<file path="src/rtl/cfg_write_arbiter.sv">
// rtl/cfg_write_arbiter.sv - Boot-loaded config register bank with two-requester write arbitration
// Requests that arrive during boot stay pending and are served once the bank reaches IDLE.
module cfg_write_arbiter #(
  parameter int NUM_REGS = 5,
  parameter int ADDR_W   = 7,
  parameter int DATA_W   = 8,
  parameter bit RR       = 1'b1,
  parameter logic [NUM_REGS*DATA_W-1:0] INIT_VAL = '0
) (
  input  logic                       clk,
  input  logic                       rst_n,
  input  logic                       a_req,
  input  logic [ADDR_W-1:0]          a_addr,
  input  logic [DATA_W-1:0]          a_data,
  output logic                       a_ack,
  output logic                       a_err,
  input  logic                       b_req,
  input  logic [ADDR_W-1:0]          b_addr,
  input  logic [DATA_W-1:0]          b_data,
  output logic                       b_ack,
  output logic                       b_err,
  output logic                       busy,
  output logic                       cfg_update,
  output logic [ADDR_W-1:0]          upd_addr,
  output logic [NUM_REGS*DATA_W-1:0] reg_out
);

  typedef enum logic [1:0] {BOOT, IDLE, GRANT, HOLD} state_t;

  state_t              state, state_nxt;
  logic [ADDR_W-1:0]   cnt;
  logic [ADDR_W-1:0]   hold_addr;
  logic [DATA_W-1:0]   hold_data;
  logic                sel_b;
  logic                last_b;
  logic                pick_b;
  logic                addr_ok;
  logic                win_req;
  logic                boot_last;

  // On a tie, round-robin serves whichever port did not win last time.
  always_comb begin
    pick_b = b_req;
    if (a_req && b_req) pick_b = RR ? ~last_b : 1'b0;
  end

  assign addr_ok   = (hold_addr < ADDR_W'(NUM_REGS));
  assign win_req   = sel_b ? b_req : a_req;
  assign boot_last = (cnt == ADDR_W'(NUM_REGS - 1));

  always_ff @(posedge clk or negedge rst_n) begin
    if (!rst_n) state <= BOOT;
    else        state <= state_nxt;
  end

  always_comb begin
    state_nxt = state;
    case (state)
      BOOT:    if (boot_last) state_nxt = IDLE;
      IDLE:    if (a_req || b_req) state_nxt = GRANT;
      GRANT:   state_nxt = HOLD;
      HOLD:    if (!win_req) state_nxt = IDLE;
      default: state_nxt = BOOT;
    endcase
  end

  always_ff @(posedge clk or negedge rst_n) begin
    if (!rst_n) begin
      reg_out    <= '0;
      a_ack      <= 1'b0;
      b_ack      <= 1'b0;
      a_err      <= 1'b0;
      b_err      <= 1'b0;
      cfg_update <= 1'b0;
      upd_addr   <= '0;
      busy       <= 1'b1;
      cnt        <= '0;
      hold_addr  <= '0;
      hold_data  <= '0;
      sel_b      <= 1'b0;
      last_b     <= 1'b1;
    end else begin
      cfg_update <= 1'b0;
      case (state)
        BOOT: begin
          for (int i = 0; i < NUM_REGS; i++)
            if (cnt == ADDR_W'(i)) reg_out[i*DATA_W +: DATA_W] <= INIT_VAL[i*DATA_W +: DATA_W];
          cfg_update <= 1'b1;
          upd_addr   <= cnt;
          cnt        <= cnt + 1'b1;
          if (boot_last) busy <= 1'b0;
        end
        IDLE: begin
          if (a_req || b_req) begin
            hold_addr <= pick_b ? b_addr : a_addr;
            hold_data <= pick_b ? b_data : a_data;
            sel_b     <= pick_b;
            last_b    <= pick_b;
          end
        end
        GRANT: begin
          // Out-of-range addresses are rejected whole, never folded into the bank.
          if (addr_ok) begin
            for (int i = 0; i < NUM_REGS; i++)
              if (hold_addr == ADDR_W'(i)) reg_out[i*DATA_W +: DATA_W] <= hold_data;
            cfg_update <= 1'b1;
            upd_addr   <= hold_addr;
          end
          a_ack <= ~sel_b;
          b_ack <= sel_b;
          a_err <= ~sel_b & ~addr_ok;
          b_err <= sel_b & ~addr_ok;
        end
        HOLD: begin
          if (!win_req) begin
            a_ack <= 1'b0;
            b_ack <= 1'b0;
            a_err <= 1'b0;
            b_err <= 1'b0;
          end
        end
        default: ;
      endcase
    end
  end

endmodule

</file>
<file path="config.mk">
export PLATFORM = sky130hd
export DESIGN_NAME = cfg_write_arbiter
export DESIGN_NICKNAME = d
export VERILOG_FILES = /design/src/rtl/cfg_write_arbiter.sv
export SDC_FILE = /design/constraint.sdc
export NUM_CORES = 1
export LEC_CHECK = 0
export ABC_CLOCK_PERIOD_IN_PS = 7100
export CAP_MARGIN = 10
export CORE_MARGIN = 3
export CORE_UTILIZATION = 54
export CTS_CLUSTER_SIZE = 25
export DETAILED_ROUTE_END_ITERATION = 8
export HOLD_SLACK_MARGIN = 0.03
export PLACE_DENSITY = 0.85
export REMOVE_ABC_BUFFERS = 1
export SYNTH_ARGS = -nofsm -noshare
export SYNTH_HDL_FRONTEND = slang
export SYNTH_SLANG_ARGS = --single-unit
</file>
<file path="constraint.sdc">
create_clock -name clk -period 7.1 [get_ports clk]
set_input_delay 1.42 -clock clk [delete_from_list [all_inputs] [get_ports clk]]
set_output_delay 1.42 -clock clk [all_outputs]
set_load 0.01 [all_outputs]
</file>
* Yosys cells after proc, flatten, opt, wreduce, memory -nomap -nowiden *
Index checks and enable logic that the tools add are counted.

word-level totals
  register bits after elaboration = 79
  input port bits = 34
  output and inout port bits = 53
  word-level logic and storage cells = 95

cells by class
  $add $sub $neg = 1
  magnitude comparators = 1
  equality and inequality tests = 24
  muxes and demuxes = 29
  bitwise gates (word level) = 5
  reduce and logical (&&, ||, !) cells = 17

operator list
  operator                                                               number
  8-bit 2-to-1 mux                                                       11
  40-bit one-hot mux with 2 select lines                                 1
  40-bit 2-to-1 mux                                                      1
  7-bit by 2-bit == test with 1-bit output (second input constant)       4
  2-bit != test (second input constant)                                  13
  4-bit AND reduction                                                    5
  7-bit by 1-bit == test with 1-bit output (second input constant)       2
  7-bit by 3-bit == test with 1-bit output (second input constant)       2
  7-bit zero test                                                        2
  7-bit 2-to-1 mux                                                       2
  7-bit one-hot mux with 2 select lines                                  1
  1-bit one-hot mux with 2 select lines                                  5
  2-bit one-hot mux with 4 select lines                                  1
  2-bit AND reduction                                                    4
  7-bit by 1-bit adder with 7-bit output (second input constant)         1
  7-bit by 3-bit < comparator with 1-bit output (second input constant)  1
  2-bit 2-to-1 mux                                                       3
  2-bit == test (second input constant)                                  2
  1-bit 2-to-1 mux                                                       4
  2-bit nonzero test                                                     2
  1-bit inverter                                                         3
  3-bit AND reduction                                                    1
  1-bit AND                                                              2
  2-bit by 1-bit == test with 1-bit output (second input constant)       1
  3 further kinds                                                        3

* Longest topological paths before layout *
Gate-level depths: netlist of the first run.

  depth in word-level cells = 4
  depth in mapped cells = 8
  gate-level depth less buffers = 6

* Least setup slack after synthesis of the first run *
OpenSTA, ideal clock, no wires.

  kind = input port to flip-flop
  start = input b_req
  end = register hold_addr[3]
  data arrival time = 2.655 ns
  slack = 4.310 ns
  stages on the path = 5
  buffers on the path = 2
  cell sequence = a21boi_0 -> buf_1 -> clkbuf_1 -> mux2i_1 -> o21ai_0

on the way
  word-level cells in the longest chain between the ends = 3

ends and longest elaborated chain
  element               line  text
  start, declared       17    input logic b_req,
  1-bit logical AND     44    if (a_req && b_req) pick_b = RR ? ~last_b : 1'b0;
  1-bit 2-to-1 mux      44
  7-bit 2-to-1 mux      95    hold_addr <= pick_b ? b_addr : a_addr;
  end signal, assigned  95
  end, declared         32    logic [ADDR_W-1:0] hold_addr;

Parallel ways exist; a longest one is shown, timed or not.
A chain may end at the register's enable or synchronous reset.

* Final worst setup path of the first run *
  start = register state[0]
  end = register reg_out[23]

on the way
  word-level cells in the longest chain between the ends = 3

ends and longest elaborated chain
  element                                                                      line  text
  start, declared                                                              30    state_t state, state_nxt;
  start signal, assigned                                                       53    else state <= state_nxt;
  2-bit == test / 2-bit zero test (equally long branches)                      84    case (state)
  2-bit != test (no source line) / 2-bit nonzero test (equally long branches)  --
  4-bit AND reduction (no source line)                                         --
  end signal, assigned by index                                                87    if (cnt == ADDR_W'(i)) reg_out[i*DATA_W +: DATA_W] <= INIT_VAL[i*DATA_W +: DATA_W];
  end signal, assigned by index                                                105   if (hold_addr == ADDR_W'(i)) reg_out[i*DATA_W +: DATA_W] <= hold_data;
  end, declared                                                                25    output logic [NUM_REGS*DATA_W-1:0] reg_out

Parallel ways exist; a longest one is shown, timed or not.

==> results of run 1 <==
==> Yosys cell counts, drive strengths merged <==
| library cell | n |
|---|---|
| o31ai | 3 |
| xor2 | 3 |
| o41ai | 2 |
| a22oi | 1 |
| inv | 9 |
| or4 | 2 |
| o221ai | 8 |
| xnor2 | 3 |
| and2 | 9 |
| nor3 | 1 |
| nand2 | 57 |
| a22o | 1 |
| mux2 | 27 |
| or2 | 3 |
| o21ai | 41 |
| nor4 | 1 |
| a21boi | 2 |
| buf | 4 |
| a21o | 1 |
| mux2i | 22 |
| ha | 8 |
| nor2 | 5 |
| o31a | 2 |
| dfstp | 2 |
| or3 | 1 |
| or4b | 2 |
| o311ai | 8 |
| nand3 | 8 |
| a31oi | 1 |
| nand4 | 2 |
| nand3b | 3 |
| dfrtp | 77 |
| a21oi | 3 |
| clkbuf | 19 |
| a221o | 3 |
==> cell families (layout without fill, tap and decap cells) <==
| group | after synthesis | count (layout) | share of synthesized area |
|---|---|---|---|
| AND/OR/NAND/NOR | 94 | 94 | 0.116 |
| flip-flops | 79 | 79 | 0.529 |
| AO/OA/AOI/OAI | 76 | 76 | 0.132 |
| multiplexers | 49 | 49 | 0.148 |
| buffers and inverters | 32 | 113 | 0.0347 |
| adder cells (fa/ha/maj) | 8 | 8 | 0.0267 |
| XOR/XNOR | 6 | 6 | 0.0140 |
==> metal layers <==
| metal | global-route usage | share of wire | vias up |
|---|---|---|---|
| li1 | - | - | 1390 |
| met1 | 0.338 | 0.45 | 1438 |
| met2 | 0.352 | 0.48 | 113 |
| met3 | 0.0332 | 0.052 | 10 |
| met4 | 0.0825 | 0.013 | 0 |
| met5 | 0 | 0 | - |
==> sequential cells by signal, indices dropped and copies added, names as in the netlist <==
name        flops
hold_addr       7
a_ack           1
b_ack           1
upd_addr        7
cfg_update      1
hold_data       8
b_err           1
cnt             7
a_err           1
last_b          1
sel_b           1
reg_out        40
busy            1
state           2
==> how the worst max path moves through the flow <==
stage | start | to | slack, ns | cells past startpoint
finish | state[0] | reg_out[23] | 3.82 | 6
detailed placement | b_req | hold_addr[5] | 3.70 | 4
floorplan | b_req | hold_addr[0] | 3.43 | 3
CTS | state[0] | reg_out[23] | 3.89 | 6
global route | state[0] | reg_out[22] | 3.64 | 6
global placement | b_req | hold_data[5] | 3.78 | 4
==> metrics by stage <==
step	hold slack, ns	instance area [um2]	worst slack (ns)	power, W	instances
2_1_floorplan	0.463	3650	3.43	0.00120	321
3_3_place_gp	0.465	4630	3.78	0.00152	486
3_5_place_dp	0.470	4630	3.70	0.00155	486
4_1_cts	0.488	4890	3.89	0.00199	502
5_1_grt	0.501	4890	3.64	0.00211	502
6_report	0.483	4890	3.82	0.00199	502
==> critical path, cell delays in order, from the launching register on <==
cell	delay (ns)
dfrtp_1	0.41
inv_1	0.12
ha_1	0.60
and2_1	0.26
a221o_1	0.87
a221o_1	0.57
mux2_4	0.34
==> where the power goes <==
part	leakage [nW]	internal, W	switching [W]
Clock	0.126	0.000269	0.000164
Combinational	0.968	0.000388	0.000425
Sequential	1.04	0.000605	0.000134
Total	2.14	0.00126	0.000724
==> area by class of cell <==
| cell class | instances | share of cell area |
|---|---|---|
| well taps | 77 | 0.0197 |
| repair buffers | 88 | 0.179 |
| clock buffers | 10 | 0.0261 |
| multi-input cells | 233 | 0.336 |
| clock inverters | 6 | 0.0271 |
| inverters | 9 | 0.00691 |
| flip-flops and latches | 79 | 0.405 |
==> key figures, run 1 <==
Timing
  • Worst-margin pin slew: 1.06 ns
  • Setup TNS: 0 ns
  • Period utilization: 0.462
  • Final Max Tran Viols: 0
  • Peak Freq: 305 MHz
  • Relative slew slack: 0.287
  • # setup viols final: 0
  • Final hold vios: 0
  • Final Critical Period: 3.28 ns
  • RSZ-0062 raised after global routing: no
  • Setup Skew: 0.00857 ns

Run
  • Max capacitance violation total: 0

Global route
  • Vias in the first global route: 2840
  • Antenna violations before repair: 0
  • GRT overflow: 0
  • Largest net degree at the start of global routing: 80
  • First-pass GRT wire length: 14100 um
  • Gr usage total: 0.231

Setup path
  • Crit-path max FO: 34
  • RR Endpoint: reg_out[23]
  • Worst path required time: 7.33 ns
  • Startpoint types: flip-flop
  • Setup slack, reg-to-reg: 3.82 ns
  • Reg-to-Reg Start: state[0]
  • WS Path Type: flip-flop to flip-flop
  • Worst Setup End Kind: flip-flop
  • Worst reg2reg path depth: 6
  • Worst path arrival time: 3.52 ns

Synthesis
  • Synth top area cells: dfrtp_1 51%, mux2i_1 5.9%, mux2_2 5.7%
  • Yosys reg bits: 79
  • Mapped Avg Cell Area: 10.9 um2
  • Yosys cell types: 41
  • Post-Syn Instances: 344
  • Sequential element share of the synthesized area: 0.529
  • Synth top area share: 0.515
  • Largest area contributor in the netlist: dfrtp_1
  • Synthesized cell area: 3740 um2
  • Yosys Warn Count: 0

Clock network
  • Clock Sinks: 79
  • CTS tree: built
  • Num CTS Buffers: 9
  • Clock Latency Late Sink: 0.35 ns
  • CTS clock-pin slew for the worst setup and hold paths: 0.08 ns
  • Cts hold-fix bufs: 0
  • Max Buffers Root-to-Sink: 2
  • Root Driver: clkbuf_8
  • Post-cts gate resize count: 0
  • Setup Buffers After CTS: 0
  • H-tree levels: 3

Power and ir drop
  • Leakage: 2.14 nW
  • IR Drop Worst-Case VDD: 0.234 mV
  • Power density over cell area: 406 nW/um2

Die
  • Chip height: 89.3 um
  • I/O pin cnt: 87
  • Starting density of the core: 0.573
  • Core box area: 6530 um2
  • Row count: 29
  • Die ar.: 7970 um2
  • Die Wd: 89.3 um

Cells and area
  • Commonest cells after routing, fill and taps aside: 85 x clkdlybuf4s50_1, 77 x dfrtp_1, 57 x nand2_1, 40 x o21ai_0, 22 x mux2i_1
  • Nets@finish: 462
  • Layout cell share with drive strength beyond 1: 0.122
  • Area of the multi-input gates: 1640 um2
  • Post-layout util: 0.748
  • Fillcell total: 454
  • Antenna cell count: 0
  • Seq. cell area: 1980 um2
  • Area grow syn2layout: 30.5%
  • Commonest non-fill, non-tap cell in the layout: clkdlybuf4s50_1

Route
  • DR vias/cell: 5.88
  • DRT Wirelength: 8570 um
  • Detail Route Antenna Nets: 0
  • Iter 0 DRT Violations: 183
  • First-pass DRT Iterations: 5
  • WL/cell: 17.1 um
  • # DRC: 0
  • Total number of vias: 2951

Run status
  • Status: completed

Min path
  • Worst Hold Path Cells: 2
  • Hold WC Path Type: flip-flop to flip-flop
  • Hold path start: a_ack
  • Min-Delay Endpoint: a_ack

Placed design
  • Port bufs: 86
  • DP HPWL: 5980 um
  • GPL Wtd Cong: 0.783
Note: power is estimated with default switching activity, not from simulation.
==> inputs of run 2 (changes only) <==
ABC_CLOCK_PERIOD_IN_PS = 2600   (was 7100)
CORE_UTILIZATION = 45   (was 54)
PLACE_DENSITY = 0.76   (was 0.85)
clock period = 2.6 ns   (was 7.1 ns; I/O delays follow)
==> run 2 against run 1 <==
Net effect: sequential cell count unchanged; cell count grew 6.2%; clock-buffer cell count fell by 1; total power grew to 2.6 times the previous value; combinational power grew to 2.8 times the previous value; routed wire length fell by 3.8%; first-iteration DRC count decreased by 31%.
==> key figures, run 2 (synthesized netlist as in run 1, its figures left out) <==
Clock network
  • Max Buffers Root-to-Sink: 2
  • Setup Buffers After CTS: 0
  • CTS clock-pin slew for the worst setup and hold paths: 0.09 ns
  • Cts hold-fix bufs: 0
  • H-tree levels: 3
  • Clock Latency Late Sink: 0.35 ns
  • Num CTS Buffers: 9
  • Root Driver: clkbuf_8
  • CTS tree: built
  • Clock Sinks: 79

Power and ir drop
  • Power density over cell area: 1050 nW/um2
  • IR Drop Worst-Case VDD: 0.414 mV
  • Leakage: 2.15 nW
  • Tot Pwr: 0.00516 W

Cells and area
  • Commonest non-fill, non-tap cell in the layout: clkdlybuf4s50_1
  • Biggest register: reg_out
  • Layout cell share with drive strength beyond 1: 0.142
  • Area grow syn2layout: 30.8%
  • Nets@finish: 469
  • Antenna cell count: 0
  • Largest registers: reg_out: 40 flops, hold_data: 8 flops
  • Fillcell total: 648
  • Fin area: 4900 um2
  • Largest register FFs: 40
  • Commonest cells after routing, fill and taps aside: 85 x clkdlybuf4s50_1, 77 x dfrtp_1, 57 x nand2_1, 40 x o21ai_0, 22 x mux2i_1

Timing
  • Final hold vios: 0
  • Setup Skew: 0.0144 ns
  • Final Max Tran Viols: 0
  • # setup viols final: 0
  • RSZ-0062 raised after global routing: no
  • Final Critical Period: 2.50 ns
  • Peak Freq: 399 MHz
  • Relative slew slack: 0.362
  • Final worst slack: 0.0960 ns
  • Worst-margin pin slew: 0.957 ns
  • Period utilization: 0.963

Die
  • Die ar.: 9450 um2
  • I/O pin cnt: 87
  • Die Wd: 97.2 um
  • Chip height: 97.2 um
  • Starting density of the core: 0.475
  • Row count: 32
  • Core box area: 7890 um2

Placed design
  • Port bufs: 86
  • GPL Wtd Cong: 0.812
  • DP HPWL: 6200 um
  • DP Area: 4710 um2
  • Place WS: -0.00756 ns

Global route
  • Antenna violations before repair: 0
  • Gr usage total: 0.178
  • GRT overflow: 0
  • First-pass GRT wire length: 13700 um
  • Vias in the first global route: 2778
  • Largest net degree at the start of global routing: 80

Setup path
  • Crit-path max FO: 8
  • Worst Setup End Kind: flip-flop
  • Worst path required time: 2.84 ns
  • Worst path arrival time: 2.74 ns
  • Startpoint types: flip-flop
  • WS Path Type: flip-flop to flip-flop

Route
  • DRT Wirelength: 8240 um
  • Detail Route Antenna Nets: 0
  • First-pass DRT Iterations: 4
  • WL/cell: 15.5 um
  • DR vias/cell: 5.39
  • Total number of vias: 2874
  • # DRC: 0
  • Iter 0 DRT Violations: 127

Run
  • Max capacitance violation total: 0

Run status
  • Status: completed

Min path
  • Hold WC Path Type: input port to asynchronous set/reset pin
-- run 2: layout make-up --
| type | count | area [um2] | share of cell area |
|---|---|---|---|
| clock inverters | 6 | 62.6 | 0.0128 |
| clock buffers | 9 | 124 | 0.0253 |
| multi-input cells | 233 | 1650 | 0.336 |
| inverters | 9 | 33.8 | 0.00690 |
| well taps | 102 | 128 | 0.0261 |
| repair buffers | 95 | 926 | 0.189 |
| flip-flops and latches | 79 | 1980 | 0.404 |
-- run 2: repair_timing --
action	in CTS	in global routing
pin swaps	0	1
gates resized for setup	1	3
endpoints found under the setup margin	8	18
-- run 2: stage by stage --
step | std cells | setup TNS [ns] | utilization | hold WS (ns)
after floorplan | 321 | -13.44 | - | 0.224
after CTS | 533 | 0 | 0.621 | 0.351
final | 533 | 0 | 0.621 | 0.298
after global placement | 518 | 0 | 0.597 | 0.468
after global routing | 533 | 0 | 0.621 | 0.398
after detailed placement | 518 | -0.0451 | 0.597 | 0.474
-- run 2: layer usage --
metal,routed length (um),global-route usage,vias up
met5,0,0,-
met4,84,0.0607,0
met3,431,0.0373,5
met2,3980,0.281,80
met1,3740,0.244,1398
li1,-,-,1391
-- run 2: worst paths after layout --
check / from / to / cells after the start / slack [ns]
worst min-delay path: rst_n / reg_out[22] / 1 / 0.30
worst max register to register: hold_addr[4] / reg_out[18] / 4 / 0.1
worst min register to register: busy / busy / 1 / 0.48
worst max-delay path: hold_addr[4] / reg_out[18] / 4 / 0.1
min in group clk: busy / busy / 1 / 0.48
max in group asynchronous: rst_n / cnt[5] / 1 / 1.67
-- run 2: power breakdown --
part	leakage [nW]	switching, W	total (W)	internal [W]
logic	1.00	0.00117	0.00229	0.00112
clock network	0.0988	0.000439	0.000875	0.000436
registers	1.04	0.000344	0.00199	0.00165
total	2.15	0.00195	0.00516	0.00321
-- run 2: worst max-delay path, stage by stage, from the launching register on --
cell and delay, ns:
dfrtp_1 0.39, or4_1 0.64, or4b_1 0.54, a221o_2 0.50, mux2_4 0.34
==> inputs of run 3 (changes only) <==
ABC_AREA = 1   (was default)
CORE_MARGIN = 1   (was 3)
CORE_UTILIZATION = 39   (was 45)
PLACE_DENSITY = 0.67   (was 0.76)
==> run 3 against run 2 <==
Net effect: register-to-register slack better by 0.35 ns; die area increased by 8.3%; design area grew 1.4%; clock power shrank 0.8%; critical path depth grew 3; largest power group unchanged.
==> key figures, run 3 <==
Global route
  • First-pass GRT wire length: 14900 um
  • Largest net degree at the start of global routing: 51
  • GRT overflow: 0
  • Gr usage total: 0.191
  • Vias in the first global route: 3082
  • Antenna violations before repair: 0

Route
  • WL/cell: 13.6 um
  • # DRC: 0
  • DRT met1 WL: 4110 um
  • DR vias/cell: 4.91
  • Detail Route Antenna Nets: 0
  • Iter 0 DRT Violations: 120
  • Total number of vias: 3227
  • Met2 Wirelength: 4120 um
  • DR top layer: met4
  • Routed wl met3: 553 um
  • DRT Wirelength: 8950 um
  • First-pass DRT Iterations: 4

Die
  • Chip height: 101 um
  • Starting density of the core: 0.409
  • Die ar.: 10200 um2
  • Die Wd: 101 um
  • Core box area: 9370 um2
  • I/O pin cnt: 87
  • Row count: 35

Cells and area
  • Commonest cells after routing, fill and taps aside: 142 x nand2_1, 85 x clkdlybuf4s50_1, 77 x dfrtp_1, 35 x nor2_1, 34 x nand4_1
  • Area grow syn2layout: 29.5%
  • Layout cell share with drive strength beyond 1: 0.0966
  • Largest registers: reg_out: 40 flops, hold_data: 8 flops
  • Nets@finish: 565
  • Fin area: 4970 um2
  • Commonest non-fill, non-tap cell in the layout: nand2_1
  • Antenna cell count: 0
  • Largest register FFs: 40
  • Biggest register: reg_out

Synthesis
  • Yosys cell types: 35
  • Synth top area cells: dfrtp_1 50%, nand2_1 14%, nand4_1 5.5%
  • Synth top cells by count: 142 x nand2_1, 77 x dfrtp_1, 35 x nor2_1
  • EDFF count, synth: 0
  • Sequential element share of the synthesized area: 0.516
  • Yosys reg bits: 79
  • Largest area contributor in the netlist: dfrtp_1
  • FFs w/ async S/R, synth: 1.00
  • Mapped Avg Cell Area: 8.84 um2
  • Most common cell in the synthesized netlist: nand2_1
  • Top_reg_cell synth: dfrtp_1
  • Post-Syn Instances: 434
  • Synth top area share: 0.502
  • Yosys Warn Count: 0
  • Synthesized cell area: 3830 um2

Power and ir drop
  • Leakage: 2.33 nW
  • IR Drop Worst-Case VDD: 0.542 mV
  • Comb power frac: 0.490
  • Clock network power share: 0.149
  • Power density over cell area: 1170 nW/um2
  • Reg power frac: 0.361
  • P_sw: 0.00256 W
  • Cell-internal power: 0.00325 W
  • Switching Share: 0.441

Placed design
  • GPL Wtd Cong: 0.821
  • DP HPWL: 6770 um
  • Port bufs: 86
  • DP Area: 4780 um2

Timing
  • Final Critical Period: 2.16 ns
  • # setup viols final: 0
  • Relative slew slack: 0.629
  • Worst-margin pin slew: 0.557 ns
  • Final Max Tran Viols: 0
  • Setup TNS: 0 ns
  • RSZ-0062 raised after global routing: no
  • Setup Skew: 0.0155 ns
  • Peak Freq: 463 MHz
  • Final hold vios: 0
  • Period utilization: 0.830

Clock network
  • Max Buffers Root-to-Sink: 2
  • CTS clock-pin slew for the worst setup and hold paths: 0.10 ns
  • Root Driver: clkbuf_8
  • Post-cts gate resize count: 0
  • Num CTS Buffers: 9
  • Clock Latency Late Sink: 0.36 ns
  • Clock Sinks: 79
  • CTS tree: built
  • Cts hold-fix bufs: 0
  • H-tree levels: 3
  • Setup Buffers After CTS: 0

Setup path
  • Worst path arrival time: 2.41 ns
  • Worst path required time: 2.85 ns
  • Crit-path max FO: 50
  • Worst Setup End Kind: flip-flop
  • WS Path Type: flip-flop to flip-flop
  • Startpoint types: flip-flop

Min path
  • Hold WC Path Type: input port to asynchronous set/reset pin

Run
  • Max capacitance violation total: 0

Run status
  • Status: completed
-- run 3: cell count changes in the layout (fill, tap and decap cells not counted), sizes merged, moves of 8 or more --
cell / before / now
nand4: 2 / 34
o22ai: 0 / 9
inv: 9 / 40
o311ai: 8 / 0
nand2: 57 / 146
o221ai: 8 / 0
o21ai: 41 / 31
mux2i: 22 / 0
nor2: 5 / 38
mux2: 27 / 0
and2: 9 / 0
-- run 3: area by class of cell --
| type | instances | area, um2 |
|---|---|---|
| Clock buffer | 9 | 124 |
| Clock inverter | 7 | 62.6 |
| Fill cell | 907 | 4410 |
| Inverter | 36 | 135 |
| Multi-Input combinational cell | 304 | 1590 |
| Sequential cell | 79 | 1980 |
| Tap cell | 129 | 161 |
| Timing Repair Buffer | 93 | 911 |
-- run 3: stage by stage --
step / cells / util / hold WS (ns) / setup WS, ns / power, W
floorplan: 419 / - / 0.224 / 0.561 / 0.00378
finish: 657 / 0.530 / 0.141 / 0.442 / 0.00581
global placement: 641 / 0.510 / 0.456 / 0.572 / 0.00492
global route: 657 / 0.530 / 0.174 / 0.200 / 0.00630
CTS: 657 / 0.530 / 0.151 / 0.437 / 0.00586
detailed placement: 641 / 0.510 / 0.462 / 0.455 / 0.00498
-- run 3: final timing paths --
check                           startpoint          end  slack, ns  cells past startpoint
worst max register to register    state[0]   reg_out[3]       0.44                      7
min in group clk                      busy         busy       0.47                      1
worst min-delay path                 rst_n  upd_addr[4]       0.14                      1
worst min register to register        busy         busy       0.47                      1
worst max-delay path              state[0]   reg_out[3]       0.44                      7
max in group asynchronous            rst_n         busy       1.75                      2
-- run 3: kinds of logic (layout without fill, tap and decap cells) --
kind of cell             Yosys count  count (layout)  share of synthesized area
adder cells (fa/ha/maj)            8               8                     0.0261
flip-flops                        79              79                      0.516
buffers and inverters             51             145                     0.0685
AND/OR/NAND/NOR                  231             231                      0.277
AO/OA/AOI/OAI                     60              60                      0.101
XOR/XNOR                           5               5                     0.0114
-- run 3: per-layer routing --
metal / vias up / GRT usage
met3: 16 / 0.0490
li1: 1608 / -
met1: 1501 / 0.260
met5: - / 0
met4: 0 / 0.0658
met2: 102 / 0.297
-- run 3: power by group through the flow --
stage | logic, W | registers [W] | clock network (W)
floorplan | 0.00161 | 0.00217 | 0
global placement | 0.00281 | 0.00211 | 0
detailed placement | 0.00286 | 0.00212 | 0
CTS | 0.00287 | 0.00210 | 0.000894
global route | 0.00320 | 0.00216 | 0.000937
finish | 0.00284 | 0.00210 | 0.000868
-- run 3: critical path, cell delays in order, from the launching register on --
cell and delay, ns:
dfrtp_1 0.43, inv_1 0.10, ha_1 0.48, nand3_2 0.20, nand2_4 0.45, nand3_4 0.20, nand2_1 0.11, nand2_1 0.06
